**src/rtl/imem_loader.sv**
```systemverilog
// imem_loader: byte-serial big-endian loader into instruction RAM with trailing XOR checksum check
module imem_loader #(
  parameter int DEPTH  = 16,
  parameter int ADDR_W = 4
) (
  input  logic              clk,
  input  logic              rst,
  input  logic              start,
  input  logic [7:0]        byte_in,
  input  logic              byte_valid,
  output logic              byte_ready,
  output logic              imem_we,
  output logic [ADDR_W-1:0] imem_addr,
  output logic [15:0]       imem_wdata,
  output logic              cpu_hold,
  output logic              load_done,
  output logic              load_err,
  output logic [7:0]        checksum
);
  typedef enum logic [2:0] {IDLE, LOAD_HI, LOAD_LO, WRITE, CHECK, DONE, ERR} state_t;
  state_t state, nxt;
  logic acc, last, restart;
  assign acc = byte_valid && byte_ready;
  assign last = imem_addr == ADDR_W'(DEPTH - 1);
  assign restart = start && (state == IDLE || state == DONE || state == ERR);
  always_comb begin
    nxt = state;
    case (state)
      IDLE, DONE, ERR: nxt = start ? LOAD_HI : state;
      LOAD_HI:         nxt = acc ? LOAD_LO : state;
      LOAD_LO:         nxt = acc ? WRITE : state;
      WRITE:           nxt = last ? CHECK : LOAD_HI;
      CHECK:           nxt = !acc ? state : (byte_in == checksum ? DONE : ERR);
      default:         nxt = IDLE;
    endcase
  end
  always_ff @(posedge clk) begin
    if (rst) begin
      state      <= IDLE;
      byte_ready <= 1'b0;
      imem_we    <= 1'b0;
      cpu_hold   <= 1'b0;
      load_done  <= 1'b0;
      load_err   <= 1'b0;
      imem_addr  <= '0;
      imem_wdata <= '0;
      checksum   <= '0;
    end else begin
      state      <= nxt;
      byte_ready <= nxt == LOAD_HI || nxt == LOAD_LO || nxt == CHECK;
      imem_we    <= nxt == WRITE;
      cpu_hold   <= !(nxt == IDLE || nxt == DONE);
      if (restart) begin
        checksum  <= '0;
        imem_addr <= '0;
        load_done <= 1'b0;
        load_err  <= 1'b0;
      end
      if (acc && state == LOAD_HI) begin
        imem_wdata[15:8] <= byte_in;
        checksum         <= checksum ^ byte_in;
      end
      if (acc && state == LOAD_LO) begin
        imem_wdata[7:0] <= byte_in;
        checksum        <= checksum ^ byte_in;
      end
      if (state == WRITE && !last) imem_addr <= imem_addr + 1'b1;
      if (acc && state == CHECK) begin
        load_done <= byte_in == checksum;
        load_err  <= byte_in != checksum;
      end
    end
  end
endmodule

```
**config.mk**
```make
export PLATFORM = sky130hd
export DESIGN_NAME = imem_loader
export DESIGN_NICKNAME = d
export VERILOG_FILES = /design/src/rtl/imem_loader.sv
export SDC_FILE = /design/constraint.sdc
export NUM_CORES = 1
export LEC_CHECK = 0
export BUFFER_PORTS_ARGS = -buffer_cell sky130_fd_sc_hd__buf_2
export CAP_MARGIN = 5
export CORE_MARGIN = 5
export CORE_UTILIZATION = 35
export CTS_CLUSTER_SIZE = 12
export DETAILED_ROUTE_END_ITERATION = 6
export GPL_TIMING_DRIVEN = 0
export SLEW_MARGIN = 20
export SYNTH_ARGS = -nofsm -noshare
export SYNTH_HDL_FRONTEND = slang
export SYNTH_SLANG_ARGS = --single-unit
```
**constraint.sdc**
```tcl
create_clock -name clk -period 2.5 [get_ports clk]
set_input_delay 0.25 -clock clk [delete_from_list [all_inputs] [get_ports clk]]
set_output_delay 0.25 -clock clk [all_outputs]
set_load 0.1 [all_outputs]
```
---- After elaboration in Yosys (flattened, before gate mapping) ----
Index checks and enable logic that the tools add are counted.
storage, ports and cells
  register bits ........................... 36
  bits in latches ......................... 0
  bits in writable memories ............... 0
  memory bits (read-only) ................. 0
  memories kept ........................... 0
cells by class
  add/subtract/negate cells ............... 1
  multiply operators ...................... 0
  div/mod/pow operators ................... 0
  order comparisons ....................... 0
  equality and inequality tests ........... 14
  shifts and indexed selects .............. 0
  muxes and demuxes ....................... 15
  bitwise operators ....................... 1
  reduce and logical (&&, ||, !) cells .... 19
operator list
  operator                                             count
  two-way mux 8 bit                                    3
  equality test 3 bit, second input constant           5
  two-way mux 3 bit                                    5
  one-hot mux 3 bit (5 select lines)                   1
  equality test 3 x 2 -> 1 bit, second input constant  4
  equality test 8 bit                                  1
  two-way mux 4 bit                                    2
  inequality test 8 bit                                1
  bitwise XOR 8 bit                                    1
  equality test 3 x 1 -> 1 bit, second input constant  2
  logical AND 1 bit                                    6
  zero test 3 bit                                      2
  logical OR 1 bit                                     5
  adder 4 x 1 -> 4 bit, second input constant          1
  equality test 4 bit, second input constant           1
  nonzero test 2 bit                                   2
  two-way mux 1 bit                                    3
  nonzero test 3 bit                                   1
  OR reduction 3 bit                                   1
  zero test 1 bit                                      2
  two-way mux 2 bit                                    1

---- Depth between registers and ports, before layout ----
  depth in word-level cells ............... 7
  gate-level depth with buffers ........... 7
  mapped depth without buffers ............ 5

---- Worst setup path before layout ----
No wires, ideal clock.
  kind .................................... flip-flop to flip-flop
  from .................................... register byte_ready
  to ...................................... register imem_wdata[10]
  setup time .............................. 0.128 ns
  arrival ................................. 2.011 ns
  required time ........................... 2.372 ns
  slack ................................... 0.361 ns
  stages on the path, launching flop included .. 7
  period minus slack after synthesis ...... 2.139 ns
  cells stage by stage .................... dfxtp_1 -> nand3b_2 -> buf_6 -> nor3_1 -> buf_4 -> mux2i_1 -> nor2_1
on the way
  cells in the longest elaborated chain, start to end .. 2
ends and longest elaborated chain
  item                      line  RTL
  start: declaration        11    output logic byte_ready,
  start signal: assignment  40    byte_ready <= 1'b0;
  start signal: assignment  50    byte_ready <= nxt == LOAD_HI || nxt == LOAD_LO || nxt == CHECK;
  logical AND 1 bit         23    assign acc = byte_valid && byte_ready;
  logical AND 1 bit         59    if (acc && state == LOAD_HI) begin
  end signal: assignment    60    imem_wdata[15:8] <= byte_in;
  end: declaration          14    output logic [15:0] imem_wdata,
No other way between the ends.
A chain may end at the register's enable or synchronous reset.

---- Worst setup path after layout ----
  from .................................... register state[0]
  to ...................................... register cpu_hold
on the way
  cells in the longest elaborated chain, start to end .. 6
  elaborated cells between the ends (all ways) .. 17
  classes of those cells .................. eq/ne (7); mux (5); reduce/logical (5)
ends and longest elaborated chain
  item                                                           line  RTL
  start: declaration                                             21    state_t state, nxt;
  start signal: assignment                                       49    state <= nxt;
  equality test 3 bit / zero test 3 bit (equally long branches)  28    case (state)
  OR reduction 3 bit                                             28
  one-hot mux 3 bit (5 select lines) (*)                         28
  equality test 3 bit / zero test 3 bit (equally long branches)  52    cpu_hold <= !(nxt == IDLE || nxt == DONE);
  logical OR 1 bit (*)                                           52
  zero test 1 bit (*)                                            52
  end signal: assignment                                         52
  end: declaration                                               15    output logic cpu_hold,
Mark *: on every way between the ends. The rest lies on a longest branch, timed or not.

==> flow_metrics.env <==
export IMPL_clk_latency_ns=0.29
export IMPL_path_class="reg2reg"
export IMPL_antenna_found_initial=0
export IMPL_path_clk_slew_ns=0.07
export IMPL_setup_tns_ns=0
export IMPL_tightest_slew_ns=0.513
export IMPL_grt_max_degree=12
export IMPL_start_util=0.364
export IMPL_vdd_ir_drop_max_mv=0.304
export IMPL_synth_area_sq_um=1740
export IMPL_arrival_ns=1.77
export IMPL_setup_viol=0
export IMPL_synth_distinct_cells=45
export IMPL_placed_area_sq_um=2040
export IMPL_die_h_um=80.5
export IMPL_finalWirelength_um=4300
export IMPL_crit_path_top_delay_cell="dfxtp_1"
export IMPL_crit_fanout=10
export IMPL_ys_warn_count=0
export IMPL_synth_area_leaders="dfxtp_1 (41%), mux2i_1 (9.2%), a21oi_1 (5.5%), a311oi_1 (4.5%), xnor2_1 (4.5%)"
export IMPL_place_hpwl_um=3100
export IMPL_diodes=0
export IMPL_cts_tree="done"
export IMPL_drive_gt1_frac=0.281
export IMPL_synth_edff_count=0
export IMPL_core_area_sq_um=4790
export IMPL_async_flop_share=0
export IMPL_power_density_nw_per_um2=623
export IMPL_timing_slew_headroom=0.658
export IMPL_synthCells=180
export IMPL_grt_ovfl_total=0
export IMPL_root_buffer="clkbuf_8"
export IMPL_nets=243
export IMPL_yosysSeqAreaShare=0.414
export IMPL_fmax_mhz=632
export IMPL_drc=0
export IMPL_ys_ff_latch=36
export IMPL_synth_fp_nets=193
export IMPL_cts_hold_buf=0
export IMPL_start_kind="flop"
export IMPL_crit_chain="buf_4, buf_2, nand3b_1, o22a_1, and2_1, a31o_1"
export IMPL_highest_layer="met4"
export IMPL_status="completed"
export IMPL_synthFlopType="dfxtp_1"
export IMPL_hold_viol=0
export IMPL_wl_met3_um=300
export IMPL_wl_met1_um=2060
export IMPL_cap_violations=0
export IMPL_gp_congestion=0.781
export IMPL_setup_slack_ns=0.917
export IMPL_cts_repair_resized=0
export IMPL_timing_final_crit_share=0.633
export IMPL_pre_cts_ws_ns=0.931
export IMPL_post_synth_cell_area_avg_sq_um=9.67
export IMPL_post_cts_buffers=0
export IMPL_postRouteAntennaNets=0
export IMPL_vias_per_cell=5.09
export IMPL_dr_pass1_iters=4
export IMPL_hold_path_class="in2reg"
export IMPL_yosysTopAreaCellShare=0.414
export IMPL_num_vias=1517
export IMPL_grt_setup_unrepaired="no"
export IMPL_syn_to_final_growth_pct=23.4
export IMPL_cts_sinks=36
export IMPL_chipWidth_um=80.5
export IMPL_synth_most_common_cell="dfxtp_1"
export IMPL_slowest_delay_ns=0.33
export IMPL_instances_no_fill=298
export IMPL_period_minus_slack_ns=1.58
export IMPL_tritoncts_num_buffers=5
export IMPL_skew_ns=0.00142
export IMPL_port_buffers=43
export IMPL_final_area_sq_um=2150
export IMPL_grt_pass1_wl_um=7160
export IMPL_floorplan_die_area_sq_um=6480
export IMPL_synthTopCellsByCount="dfxtp_1 (36), nor2_1 (20), a21oi_1 (19)"
export IMPL_track_usage=0.145
export IMPL_worstPathRequired_ns=2.69
export IMPL_yosys_area_top_type="dfxtp_1"
export IMPL_slew_violations=0
export IMPL_cts_max_path_buffers=2
export IMPL_p_leak_uw=0.000833
export IMPL_routedWlPerCell_um=14.4
export IMPL_end_kind="flop"
export IMPL_drt_iter0_drc=54
export IMPL_dp_cells=290
export IMPL_first_global_vias=1457
export IMPL_wl_met2_um=1840
export IMPL_htreeDepth=2
export IMPL_fp_row_count=25
export IMPL_ios=45
==> through the flow <==
step,hold slack [ns],total power (uW),utilization
2_1_floorplan,0.397,784,-
3_3_place_gp,0.468,838,0.426
3_5_place_dp,0.476,838,0.426
4_1_cts,0.261,1350,0.449
5_1_grt,0.282,1400,0.449
6_report,0.257,1340,0.449
==> per-layer routing <==
layer	vias to the layer above	GRT usage
li1	763	-
met1	686	0.184
met4	0	0.0709
met3	11	0.0482
met2	57	0.219
met5	-	0
==> flip-flops by register name, summed over array words and instances, names as in the netlist <==
name	cells
imem_wdata	16
checksum	8
imem_addr	4
state	3
byte_ready	1
cpu_hold	1
imem_we	1
load_done	1
load_err	1
==> final timing paths <==
| path | from | end | slack, ns | cells after the start |
|---|---|---|---|---|
| min reg2reg | load_done$_SDFFE_PP0P_ | load_done$_SDFFE_PP0P_ | 0.49 | 2 |
| min | byte_in[1] | imem_wdata[9]$_SDFFE_PP0P_ | 0.26 | 3 |
| max reg2reg | state[0]$_SDFF_PP0_ | cpu_hold$_SDFF_PP0_ | 0.92 | 6 |
| max | state[0]$_SDFF_PP0_ | cpu_hold$_SDFF_PP0_ | 0.92 | 6 |
==> layout make-up <==
type / instances / area [sq um]
Clock inverter: 2 / 35.0
Fill cell: 499 / 2640
Buffer: 12 / 78.8
Clock buffer: 6 / 72.6
Sequential cell: 36 / 721
Tap cell: 67 / 83.8
Timing Repair Buffer: 43 / 215
Multi-Input combinational cell: 129 / 930
Inverter: 3 / 11.3
==> cells by family after synthesis <==
| group | count (synthesis) | share of synthesized area |
|---|---|---|
| AND/OR/NAND/NOR | 54 | 0.176 |
| AO/OA/AOI/OAI | 46 | 0.179 |
| flip-flops | 36 | 0.414 |
| multiplexers | 17 | 0.105 |
| buffers and inverters | 15 | 0.0518 |
| XOR/XNOR | 10 | 0.0611 |
| adder cells (fa/ha/maj) | 2 | 0.0129 |
==> cell usage in the layout (no fill, tap or decap), types with 3 or more instances in the layout <==
cell type,n
a21oi_1,19
or3_1,8
mux2i_1,16
o21ai_0,3
a311oi_1,9
buf_6,3
nand2_1,4
nor2_1,20
inv_1,3
nor2b_1,3
o211ai_1,3
buf_2,46
clkbuf_8,5
clkbuf_1,4
dfxtp_1,36
xnor2_1,9
==> power by group <==
| part | total, uW | switching [uW] | internal [uW] |
|---|---|---|---|
| Clock | 513 | 217 | 296 |
| Sequential | 596 | 10.2 | 586 |
| Combinational | 228 | 164 | 64.3 |
| Total | 1340 | 391 | 946 |
==> critical path, delay by kind of cell (launching register included) <==
| family | cells | cell delay [ns] |
|---|---|---|
| AO/OA/AOI/OAI | 2 | 0.43 |
| buffers and inverters | 2 | 0.39 |
| flip-flops | 1 | 0.33 |
| AND/OR/NAND/NOR | 2 | 0.33 |
(Power assumes the default switching activity.)
